[src/rtl/pipeline_acc_pkg.sv]
// Shared types and helpers for the product accumulator family.
// Holds the frame state enum, saturation bounds and sign extension.
package pipeline_acc_pkg;

    typedef enum logic {
        ACCUM = 1'b0,
        HOLD  = 1'b1
    } acc_state_t;

    function automatic longint acc_max(input int w);
        return (longint'(1) <<< (w - 1)) - 1;
    endfunction

    function automatic longint acc_min(input int w);
        return -(longint'(1) <<< (w - 1));
    endfunction

    // Sign-extend the low w bits of v to 64 bits.
    function automatic longint sign_ext(input longint v, input int w);
        return (v <<< (64 - w)) >>> (64 - w);
    endfunction

endpackage

[src/rtl/pipeline_product_accumulator_module_acc_add_sat.sv]
// Combinational W-bit signed adder with overflow detect.
// PIPELINE_ACC_SAT_EN clamps overflowing sums instead of wrapping.
module acc_add_sat
    import pipeline_acc_pkg::*;
#(
    parameter int W = 20
) (
    input  logic [W-1:0] a,
    input  logic [W-1:0] b,
    output logic [W-1:0] sum,
    output logic         ovf
);

    logic [W-1:0] raw;

    assign raw = a + b;
    assign ovf = (a[W-1] == b[W-1]) && (raw[W-1] != a[W-1]);

`ifdef PIPELINE_ACC_SAT_EN
    localparam logic [W-1:0] SAT_MAX = W'(acc_max(W));
    localparam logic [W-1:0] SAT_MIN = W'(acc_min(W));

    // Clamp direction follows the operand sign (both operands agree on overflow).
    assign sum = ovf ? (b[W-1] ? SAT_MIN : SAT_MAX) : raw;
`else
    assign sum = raw;
`endif

endmodule

[src/rtl/pipeline_product_accumulator_module.sv]
// Sums LEN consecutive signed products into a held valid/ready result.
// Build with PIPELINE_ACC_SAT_EN for saturating instead of wrapping adds.
module pipeline_product_accumulator_module
    import pipeline_acc_pkg::*;
#(
    parameter int PROD_W = 16,
    parameter int ACC_W  = 20,
    parameter int LEN    = 8
) (
    input  logic              clk,
    input  logic              rst,
    input  logic              clr,
    input  logic              in_valid,
    output logic              in_ready,
    input  logic [PROD_W-1:0] product,
    output logic              out_valid,
    input  logic              out_ready,
    output logic [ACC_W-1:0]  out_sum,
    output logic              out_ovf
);

    localparam int CW = $clog2(LEN);
    localparam logic [CW-1:0] LAST = CW'(LEN - 1);

    acc_state_t      state;
    logic [CW-1:0]   cnt;
    logic [ACC_W-1:0] acc;
    logic            ovf_s;

    logic [ACC_W-1:0] x;
    logic [ACC_W-1:0] add_sum;
    logic             add_ovf;
    logic [ACC_W-1:0] sum_next;
    logic             ovf_next;
    logic             accept;
    logic             first;

    assign x = ACC_W'(sign_ext(longint'(product), PROD_W));

    acc_add_sat #(
        .W(ACC_W)
    ) u_add (
        .a  (acc),
        .b  (x),
        .sum(add_sum),
        .ovf(add_ovf)
    );

    assign in_ready = (state == ACCUM);
    assign accept   = in_valid && in_ready;
    assign first    = (cnt == '0);
    assign sum_next = first ? x : add_sum;
    assign ovf_next = first ? 1'b0 : (ovf_s | add_ovf);

    always_ff @(posedge clk or posedge rst) begin
        if (rst) begin
            state     <= ACCUM;
            cnt       <= '0;
            acc       <= '0;
            ovf_s     <= 1'b0;
            out_valid <= 1'b0;
            out_sum   <= '0;
            out_ovf   <= 1'b0;
        end else if (clr) begin
            // Abort wins over any coincident product or pending result.
            state     <= ACCUM;
            cnt       <= '0;
            ovf_s     <= 1'b0;
            out_valid <= 1'b0;
        end else begin
            case (state)
                ACCUM: begin
                    if (accept) begin
                        acc   <= sum_next;
                        ovf_s <= ovf_next;
                        if (cnt == LAST) begin
                            cnt       <= '0;
                            out_sum   <= sum_next;
                            out_ovf   <= ovf_next;
                            out_valid <= 1'b1;
                            state     <= HOLD;
                        end else begin
                            cnt <= cnt + CW'(1);
                        end
                    end
                end
                HOLD: begin
                    if (out_ready) begin
                        out_valid <= 1'b0;
                        state     <= ACCUM;
                    end
                end
                default: state <= ACCUM;
            endcase
        end
    end

endmodule

[config.mk]
export PLATFORM = sky130hd
export DESIGN_NAME = pipeline_product_accumulator_module
export DESIGN_NICKNAME = d
export VERILOG_FILES = /design/src/rtl/pipeline_acc_pkg.sv /design/src/rtl/pipeline_product_accumulator_module_acc_add_sat.sv /design/src/rtl/pipeline_product_accumulator_module.sv
export SDC_FILE = /design/constraint.sdc
export NUM_CORES = 1
export LEC_CHECK = 0
export BUFFER_PORTS_ARGS = -buffer_cell sky130_fd_sc_hd__buf_2
export CORE_AREA = 10 10 100 102
export DETAILED_ROUTE_END_ITERATION = 10
export DIE_AREA = 0 0 110 112
export RECOVER_POWER = 50
export SYNTH_ARGS = -nofsm -noshare
export SYNTH_HDL_FRONTEND = slang
export SYNTH_SLANG_ARGS = --single-unit
[constraint.sdc]
create_clock -name clk -period 2.11 [get_ports clk]
set_input_delay 0.1055 -clock clk [delete_from_list [all_inputs] [get_ports clk]]
set_output_delay 0.1055 -clock clk [all_outputs]
set_load 0.01 [all_outputs]
==> results of run 1 <==
==> worst paths after layout <==
kind | from | depth (start not counted) | end | slack [ns]
worst max register to register | acc[0] | 10 | out_sum[16] | -0.14
max in group asynchronous | rst | 4 | out_sum[19] | 0.66
min in group asynchronous | rst | 3 | acc[12] | 0.66
worst max-delay path | acc[0] | 10 | out_sum[16] | -0.14
worst min-delay path | clr | 2 | cnt[1] | 0.06
worst min register to register | state | 1 | out_valid | 0.48
==> power breakdown <==
part | switching [W] | internal (W)
Clock | 0.000318 | 0.000474
Sequential | 0.0000768 | 0.000996
Combinational | 0.000854 | 0.000812
==> synth_stat cells, types with 2 or more instances <==
master and number:
o21bai_1 4, o211ai_1 2, nor2b_1 6, and4_1 2, nor4_1 2, dfrtp_1 47, and3_1 5, or3_1 5
a21oi_1 24, nand3_1 10, o21a_1 4, nor3b_1 2, a21oi_2 3, nor2_1 28, or2_2 2, nor3_1 10
o21ai_1 8, nand2_1 54, ha_1 22, o31ai_1 5, a211oi_1 3, and2_1 4, a21boi_1 3, o21ai_0 35
a21o_1 3, xnor2_1 6, inv_1 11, clkbuf_1 17, nand2b_1 3, mux2i_1 9, a311oi_1 3, a31oi_1 4
buf_2 2, xor2_1 5
==> through the flow <==
step                      setup WS, ns  utilization
after global routing            -0.266        0.516
after CTS                       -0.172        0.504
after detailed placement        -0.184        0.469
final                           -0.145        0.516
after global placement          -0.147        0.469
after floorplan                0.00553            -
==> area by class of cell <==
class,instances,share of cell area
Tap cell,105,0.0316
Multi-Input combinational cell,295,0.498
Sequential cell,47,0.283
Inverter,11,0.00994
Timing Repair Buffer,97,0.145
Clock inverter,2,0.0145
Clock buffer,6,0.0175
==> flip-flops by register name, indices dropped and copies added, names as in the netlist <==
register,count
out_ovf,1
out_valid,1
acc,20
out_sum,20
ovf_s,1
state,1
cnt,3
==> what timing repair did <==
action,CTS,global route
hold buffers,2,0
buffers inserted,2,2
gates resized for setup,19,33
endpoints found under the hold margin,30,0
setup endpoints to repair,25,30
pin swaps,8,14
==> critical path: cells and delay by family, from the launching register on <==
| kind | cells | cell delay, ns |
|---|---|---|
| AOI/OAI and AO/OA | 5 | 0.90 |
| xor gates and xnor gates | 1 | 0.19 |
| adders and majority gates | 2 | 0.52 |
| buffers and inverters | 1 | 0.04 |
| DFF | 1 | 0.36 |
| and+or+nand+nor | 1 | 0.15 |
==> cell families (layout without fill, tap and decap cells) <==
group / Yosys count / after routing
flops: 47 / 47
xor+xnor: 11 / 11
fa+ha+maj: 23 / 23
buf+inv: 32 / 116
mux: 9 / 9
compound gates: 113 / 113
simple gates: 139 / 139
==> layer usage <==
layer | global-route usage | wire, um | vias up
li1 | - | - | 1493
met5 | 0 | 0 | -
met2 | 0.234 | 4140 | 57
met4 | 0.0286 | 104 | 0
met3 | 0.0306 | 429 | 9
met1 | 0.166 | 3830 | 1409
==> results.md, run 1 <==
* # diodes at 0
* EDFF count, synth at 0
* Sequential Area at 1180 sq um
* Seq/Total Area, Yosys at 0.373
* Layout cells sized above 1 at 0.271
* Total power at 0.00353 W
* Most frequent cells in the layout: nand2_1 (51), buf_4 (51), dfrtp_1 (47)
* Filler Cell Count at 818
* Clock Tree Buf Depth at 2
* Worst setup margin at -0.145 ns
* Worst-margin pin slew at 1.19 ns
* Final setup fails at 16
* Synth Area in Simple Gates at 0.209
* Nets at 501
* Status: finished, violations left
* Leading register cell type out of synthesis: dfrtp_1
* DRT iter0 DRCs at 81
* Placed cells at 549
* Die H at 112 um
* First-pass GRT wire length at 13.8 mm
* Clock-pin slew of the registers on the worst-case setup and hold paths at 0.10 ns
* Synthesized area at 3150 sq um
* CTS Buf Count at 5
* Static leakage at 1.88 nW
* Count of non-filler cells in the finished layout at 563
* Design Area, Final at 4150 sq um
* # H-tree levels at 2
* Failing checks: setup timing
* Final Wtd Congestion at 0.859
* Dominant cells by area after synthesis: dfrtp_1 (37%), ha_1 (8.7%), nand2_1 (6.4%)
* Syn nets at 418
* Root Driver: clkbuf_8
* Worst path cell trace: ha_2, inv_2, fa_2, nor2b_2, o211ai_1, a31o_1, a21oi_4, a31oi_2, xor2_1, a211oi_1
* # DRC at 0
* Mux cell area share after synthesis at 0.0286
* Clock Skew at 0.0105 ns
* Post-synthesis cell type count at 55
* CP endpoint kind: flip-flop
* Fin crit share at 1.07
* DR pass1 iterations at 5
* Cells after Synth at 374
* Startpoint Class: flip-flop
* Initial antenna violation count at 0
* Starting Density at 0.391
* Worst-Skew Late Latency at 0.30 ns
* Synth Area per Inst at 8.42 sq um
* Minimum clock period at 2.25 ns
* Top cell type's share of synthesized area at 0.373
* Core region area at 8050 sq um
* Critical path peak fanout at 3
* Area of the multi-input gates at 2070 sq um
* Synth Area in Compound Gates at 0.224
* Placed cell areas at 3780 sq um
* Area grow syn2layout at 31.9%
* Final Max Slew Viols at 0
* Number of global-route vias before repair at 2,975
* Number of synthesized register bits at 47
* Biggest cell delay along the critical path at 0.36 ns
* Routed wire length at 8.50 mm
* Relative slew slack at 0.206
* Worst VDD drop at 451 uV
* Power per Cell Area at 850 nW/um^2
* Total gr overflow at 0
* Crit path arrival time at 2.46 ns
* CTS sink count at 47
* Xor/xnor cell area share of the yosys netlist at 0.0306
* Largest net degree at the start of global routing at 31
* Yosys synthesis warning count at 0
* Synth async-reset ratio at 1.00
* Worst hold slack at 0.0626 ns
* Placement row count at 33
* Port Buf Inserts at 43
* IO Count at 44
* Post-route setup TNS at -0.988 ns
* Min-Delay Path Class: input pin to flip-flop
* Unrepaired setup endpoints after global routing: yes
* Slowest stage cell on the critical path: dfrtp_1
* Final hold violation count at 0
* Largest area contributor in the netlist: dfrtp_1
* Max Clk Rate at 444 MHz
* Antenna-violating nets left at 0
* Kind of critical path: flip-flop to flip-flop
* Max Cap Violations at 0
* Avg WL per Cell at 15.1 um
* Largest family of logic cells by synthesized area: compound AO/OA/AOI/OAI gates
* CTS tree: done
* Via count at 2,968
* Tot GR Track Use at 0.136
* Die area at 12,300 sq um
* HPWL after detailed placement at 6.27 mm
* Synth Area in Adders at 0.0937
* Routed vias/inst at 5.27
* Critical path required time at 2.32 ns
* Die X-Extent at 110 um
Power figures use the tool's default switching activity.
==> inputs of run 2 (changes only) <==
BUFFER_PORTS_ARGS = not set   (was -buffer_cell sky130_fd_sc_hd__buf_2)
DONT_BUFFER_PORTS = 1   (was not set)
==> results.md, run 2 (synthesized netlist as in run 1, its figures left out) <==
* Kind of critical path: flip-flop to flip-flop
* R2r endpoint: acc[16]
* Worst reg-to-reg setup slack at -0.17 ns (-0.03 ns)
* Worst-Skew Late Latency at 0.31 ns (about the same)
* Core region area at 8050 sq um (unchanged)
* Worst hold slack at -0.000174 ns (-0.0628 ns)
* Via count at 2,827 (-4.8%)
* Routed vias/inst at 5.47 (+3.7%)
* CTS tree: done
* Placement row count at 33 (unchanged)
* Die H at 112 um (unchanged)
* Max Cap Violations at 0 (unchanged)
* DRT iter0 DRCs at 89 (+9.9%)
* Final Max Slew Viols at 0 (unchanged)
* Critical path peak fanout at 3 (unchanged)
* Unrepaired setup endpoints after global routing: yes
* Failing checks: hold timing, setup timing
* Clock Tree Buf Depth at 2 (unchanged)
* Hold Startpoint: product[4]
* Static leakage at 1.76 nW (-6.2%)
* Largest net degree at the start of global routing at 26 (-16%)
* Worst VDD drop at 562 uV (+25%)
* Tot GR Track Use at 0.136 (about the same)
* Initial antenna violation count at 0 (unchanged)
* Biggest cell delay along the critical path at 0.36 ns (about the same)
* Max Clk Rate at 438 MHz (-1.3%)
* Power per Cell Area at 878 nW/um^2 (+3.3%)
* Final hold violation count at 1 (+1)
* Max layer used: met4
* Final setup fails at 11 (-5)
* Final core utilization at 0.498 (-0.0177)
* Worst-margin pin slew at 1.04 ns (-0.154 ns)
* Filler Cell Count at 753 (-7.9%)
* WL met1 at 3.74 mm (-2.4%)
* # DRC at 0 (unchanged)
* Hold path depth at 2 (unchanged)
* Relative slew slack at 0.309 (+0.103)
* Avg WL per Cell at 16.3 um (+8.0%)
* Number of global-route vias before repair at 2,783 (-6.5%)
* Fin crit share at 1.08 (+0.0137)
* CTS sink count at 47 (unchanged)
* Die X-Extent at 110 um (unchanged)
* Final Wtd Congestion at 0.851 (-0.95%)
* Clock-pin slew of the registers on the worst-case setup and hold paths at 0.09 ns (about the same)
* DR pass1 iterations at 4 (-1)
* Clock Skew at 0.00226 ns (-0.00825 ns)
* Worst Hold End: acc[4]
* CTS Buf Count at 5 (unchanged)
* Die area at 12,300 sq um (unchanged)
* Worst path cell trace: ha_2, inv_2, fa_2, nor2b_4, o211ai_1, a31o_1, a21oi_4, a31oi_2, xor2_1, a311oi_1
* Root Driver: clkbuf_8
* Met3 routed WL at 619 um (+44%)
* Minimum clock period at 2.28 ns (+0.0288 ns)
* Starting Density at 0.391 (unchanged)
* Nets at 455 (-9.2%)
* Met2 routed WL at 3.99 mm (-3.6%)
* Min-Delay Path Class: input pin to flip-flop
* IO Count at 44 (unchanged)
* Layout cells sized above 1 at 0.257 (-0.0135)
* HPWL after detailed placement at 6.16 mm (-1.6%)
* Port Buf Inserts at 0 (-100%)
* Routed wire length at 8.43 mm (-0.85%)
* Critical path required time at 2.32 ns (about the same)
* Worst setup margin at -0.173 ns (-0.0288 ns)
* Startpoint Class: flip-flop
* Placed cells at 499 (-9.1%)
* Biggest regs: acc: 20 flops, out_sum: 20 flops, cnt: 3 flops
* Most frequent cells in the layout: nand2_1 (53), dfrtp_1 (47), buf_4 (43)
* Antenna-violating nets left at 0 (unchanged)
* RR Startpoint: acc[0]
* Crit path arrival time at 2.49 ns (+0.03 ns)
* Total gr overflow at 0 (unchanged)
* Depth of the worst register-to-register path at 10 (unchanged)
* # diodes at 0 (unchanged)
* CP endpoint kind: flip-flop
* Status: finished, violations left
* Slowest stage cell on the critical path: dfrtp_1
* Area grow syn2layout at 27.3%
* Commonest non-fill, non-tap cell in the layout: nand2_1
* First-pass GRT wire length at 13.7 mm (-0.80%)
* # H-tree levels at 2 (unchanged)
* Count of non-filler cells in the finished layout at 517 (-8.2%)
run 2: cell types whose count changed in the layout (fill, tap and decap cells not counted), moves of 3 or more:
cell	previous run	this run
clkbuf_1	23	1
buf_2	21	0
buf_4	51	43
o21ai_1	19	13
a21oi_2	4	8
ha_1	16	12
o21ai_0	22	26
a21oi_1	20	17
dlygate4sd3_1	2	5
o21ai_2	1	4
run 2: area by class of cell:
| class | count | area [sq um] | area share |
|---|---|---|---|
| clock buffer | 6 | 72.6 | 0.0181 |
| clock inverter | 2 | 60.1 | 0.0150 |
| inverter | 11 | 41.3 | 0.0103 |
| multi-input combinational | 295 | 2110 | 0.527 |
| sequential | 47 | 1180 | 0.293 |
| tap | 105 | 131 | 0.0328 |
| timing repair buffer | 51 | 415 | 0.104 |
run 2: where the power goes:
group / switching, W / internal [W]
clock: 0.000327 / 0.000474
combinational: 0.000827 / 0.000817
sequential: 0.0000804 / 0.000996
total: 0.00123 / 0.00229
run 2: metal layers:
metal | GRT usage | up-vias
met5 | 0 | -
met4 | 0.0339 | 0
met3 | 0.0467 | 9
met2 | 0.217 | 52
met1 | 0.170 | 1357
li1 | - | 1409
run 2: worst max-delay path: cells and delay by family, from the launching register on:
| kind | cells | cell delay, ns |
|---|---|---|
| buf+inv | 1 | 0.04 |
| xor+xnor | 1 | 0.18 |
| fa+ha+maj | 2 | 0.55 |
| flops | 1 | 0.36 |
| simple gates | 1 | 0.13 |
| compound gates | 5 | 0.93 |
run 2: worst max-delay path by stage:
| stage | from | to | slack (ns) | depth (start not counted) |
|---|---|---|---|---|
| 2_1_floorplan | acc[4] | out_sum[15] | 0.006 | 8 |
| 6_report | acc[0] | acc[16] | -0.17 | 10 |
| 5_1_grt | acc[0] | acc[16] | -0.27 | 10 |
| 3_3_place_gp | acc[0] | acc[16] | -0.14 | 10 |
| 3_5_place_dp | acc[0] | out_sum[16] | -0.19 | 10 |
| 4_1_cts | acc[0] | out_sum[16] | -0.12 | 10 |
run 2: stage by stage:
stage	setup WS (ns)	TNS (ns)	instance area, sq um	total power [W]
after global routing	-0.266	-3.20	4010	0.00376
after CTS	-0.119	-0.460	3870	0.00337
after detailed placement	-0.185	-1.55	3520	0.00242
after floorplan	0.00553	0	3160	0.00198
after global placement	-0.144	-0.902	3520	0.00240
final	-0.173	-1.04	4010	0.00352
run 2: timing repair:
| action | in CTS | in global routing |
|---|---|---|
| pin swaps | 11 | 13 |
| resized for setup | 25 | 32 |
| hold buffers | 5 | 0 |
| endpoints found under the hold margin | 32 | 0 |
| setup buffers | 1 | 4 |
| setup endpoints to repair | 25 | 30 |
==> inputs of run 3 (changes only) <==
CORE_AREA = 10 10 85 87   (was 10 10 100 102)
DIE_AREA = 0 0 95 97   (was 0 0 110 112)
MAX_ROUTING_LAYER = met4   (was not set)
PLACE_DENSITY = 0.75   (was not set)
==> results.md, run 3 (synthesized netlist as in run 1, its figures left out) <==
* Final setup fails at 17 (+6)
* CP endpoint kind: flip-flop
* CTS sink count at 47 (unchanged)
* Avg WL per Cell at 17.6 um (+8.0%)
* Failing checks: setup timing
* Area grow syn2layout at 24.5%
* Max Clk Rate at 443 MHz (+1.1%)
* # diodes at 0 (unchanged)
* # H-tree levels at 2 (unchanged)
* Routed wire length at 8.47 mm (+0.51%)
* DRT iter0 DRCs at 145 (+63%)
* CTS tree: done
* Via count at 2,856 (+1.0%)
* Antenna-violating nets left at 0 (unchanged)
* Min-Delay Path Class: input pin to flip-flop
* Status: finished, violations left
* Filler Cell Count at 420 (-44%)
* Crit path arrival time at 2.45 ns (-0.04 ns)
* Final Wtd Congestion at 0.894 (+5.1%)
* DR pass1 iterations at 4 (unchanged)
* CTS Buf Count at 5 (unchanged)
* Fin crit share at 1.07 (-0.0122)
* Count of non-filler cells in the finished layout at 481 (-7.0%)
* Worst setup margin at -0.148 ns (+0.0258 ns)
* Worst path cell trace: ha_2, inv_2, fa_2, nor2b_2, o211ai_1, a31o_1, a21oi_2, buf_4, mux2i_1, o22a_1, o21ai_1
* Final hold violation count at 0 (-1)
* Total power at 0.00349 W (-0.78%)
* Most frequent cells in the layout: nand2_1 (53), dfrtp_1 (47), buf_4 (41)
* Port Buf Inserts at 0 (unchanged)
* Worst VDD drop at 426 uV (-24%)
* Static leakage at 1.71 nW (-2.9%)
* Final Max Slew Viols at 0 (unchanged)
* Number of global-route vias before repair at 2,903 (+4.3%)
* First-pass GRT wire length at 14.0 mm (+2.1%)
* Startpoint Class: flip-flop
* IO Count at 44 (unchanged)
* Total gr overflow at 0 (unchanged)
* Relative slew slack at 0.283 (-0.0255)
* Clock Skew at 0.00827 ns (+0.00601 ns)
* Critical path peak fanout at 2 (-1)
* Clock Tree Buf Depth at 2 (unchanged)
* Nets at 452 (-0.66%)
* Placed cell areas at 3430 sq um (-2.6%)
* Routed vias/inst at 5.94 (+8.6%)
* Kind of critical path: flip-flop to flip-flop
* Levels on crit path at 11 (+1)
* Die H at 97 um (-13%)
* Post-route setup TNS at -1.42 ns (-0.386 ns)
* Largest net degree at the start of global routing at 22 (-15%)
* Commonest non-fill, non-tap cell in the layout: nand2_1
* Biggest cell delay along the critical path at 0.38 ns (+0.02 ns)
* Biggest regs: acc: 20 flops, out_sum: 20 flops, cnt: 3 flops
* Hold path depth at 2 (unchanged)
* Die X-Extent at 95 um (-14%)
* Depth of the worst register-to-register path at 11 (+1)
* Placed cells at 461 (-7.6%)
* Slowest stage cell on the critical path: dfrtp_1
* Die area at 9220 sq um (-25%)
* Max Cap Violations at 0 (unchanged)
* Tot GR Track Use at 0.189 (+0.0531)
* Placement row count at 27 (-18%)
* Power per Cell Area at 890 nW/um^2 (+1.4%)
* CP Buf/Inv Count at 2 (+1)
* Root Driver: clkbuf_8
* DP Worst Slack at -0.195 ns (-0.00930 ns)
* # DRC at 0 (unchanged)
* Worst-margin pin slew at 1.07 ns (+0.0395 ns)
* Minimum clock period at 2.26 ns (-0.0258 ns)
* Clock-pin slew of the registers on the worst-case setup and hold paths at 0.09 ns (about the same)
* Starting Density at 0.576 (+0.184)
* CP delay by family, top: compound AO/OA/AOI/OAI gates
* HPWL after detailed placement at 5.90 mm (-4.2%)
* Core region area at 5470 sq um (-32%)
* Layout cells sized above 1 at 0.247 (-0.0103)
* Critical path required time at 2.31 ns (about the same)
* Worst-Skew Late Latency at 0.30 ns (about the same)
* Unrepaired setup endpoints after global routing: yes
* Design Area, Final at 3920 sq um (-2.2%)
* Initial antenna violation count at 0 (unchanged)
## run 3: repair_timing
| item | in CTS | in global routing |
|---|---|---|
| endpoints found under the hold margin | 53 | 0 |
| setup endpoints to repair | 25 | 32 |
| buffers inserted | 7 | 4 |
| hold buffers | 5 | 0 |
| pin swaps | 20 | 20 |
| gates resized for setup | 24 | 29 |
## run 3: stage by stage
step / hold WS, ns / utilization
3_3_place_gp: -0.0886 / 0.627
5_1_grt: 0.0274 / 0.717
2_1_floorplan: 0.199 / -
3_5_place_dp: -0.0836 / 0.627
6_report: 0.0199 / 0.717
4_1_cts: 0.0222 / 0.699
## run 3: final cells by class
class / instances / area (sq um) / share of cell area
Timing Repair Buffer: 48 / 365 / 0.0931
Multi-Input combinational cell: 295 / 2110 / 0.539
Tap cell: 72 / 90.1 / 0.0230
Inverter: 11 / 41.3 / 0.0105
Clock inverter: 3 / 67.6 / 0.0172
Sequential cell: 47 / 1180 / 0.300
Clock buffer: 5 / 68.8 / 0.0175
## run 3: power breakdown
| group | total (W) | internal, W | leakage (nW) | switching, W |
|---|---|---|---|---|
| clock network | 0.000784 | 0.000472 | 0.0644 | 0.000312 |
| logic | 0.00162 | 0.000783 | 1.03 | 0.000841 |
| registers | 0.00109 | 0.000996 | 0.619 | 0.0000900 |
| total | 0.00349 | 0.00225 | 1.71 | 0.00124 |
## run 3: worst register-to-register path, delay by kind of cell (launching register included)
kind	cells	cell delay, ns
compound gates	5	0.75
fa+ha+maj	2	0.54
buf+inv	2	0.18
flops	1	0.38
mux	1	0.18
simple gates	1	0.13
## run 3: metal layers
metal	vias up	share of wire	wire length (um)	global-route usage
met4	0	0.015	131	0.0744
met1	1364	0.42	3540	0.217
li1	1405	-	-	-
met2	74	0.50	4230	0.306
met5	-	0	0	-
met3	13	0.067	569	0.0478
## run 3: path summary, 6_finish.rpt
kind	slack (ns)	endpoint	from
max in group asynchronous	0.60	out_sum[7]	rst
min in group asynchronous	0.20	acc[18]	rst
worst max register to register	-0.15	acc[18]	acc[0]
worst max-delay path	-0.15	acc[18]	acc[0]
worst min register to register	0.45	out_valid	state
worst min-delay path	0.02	acc[3]	product[3]
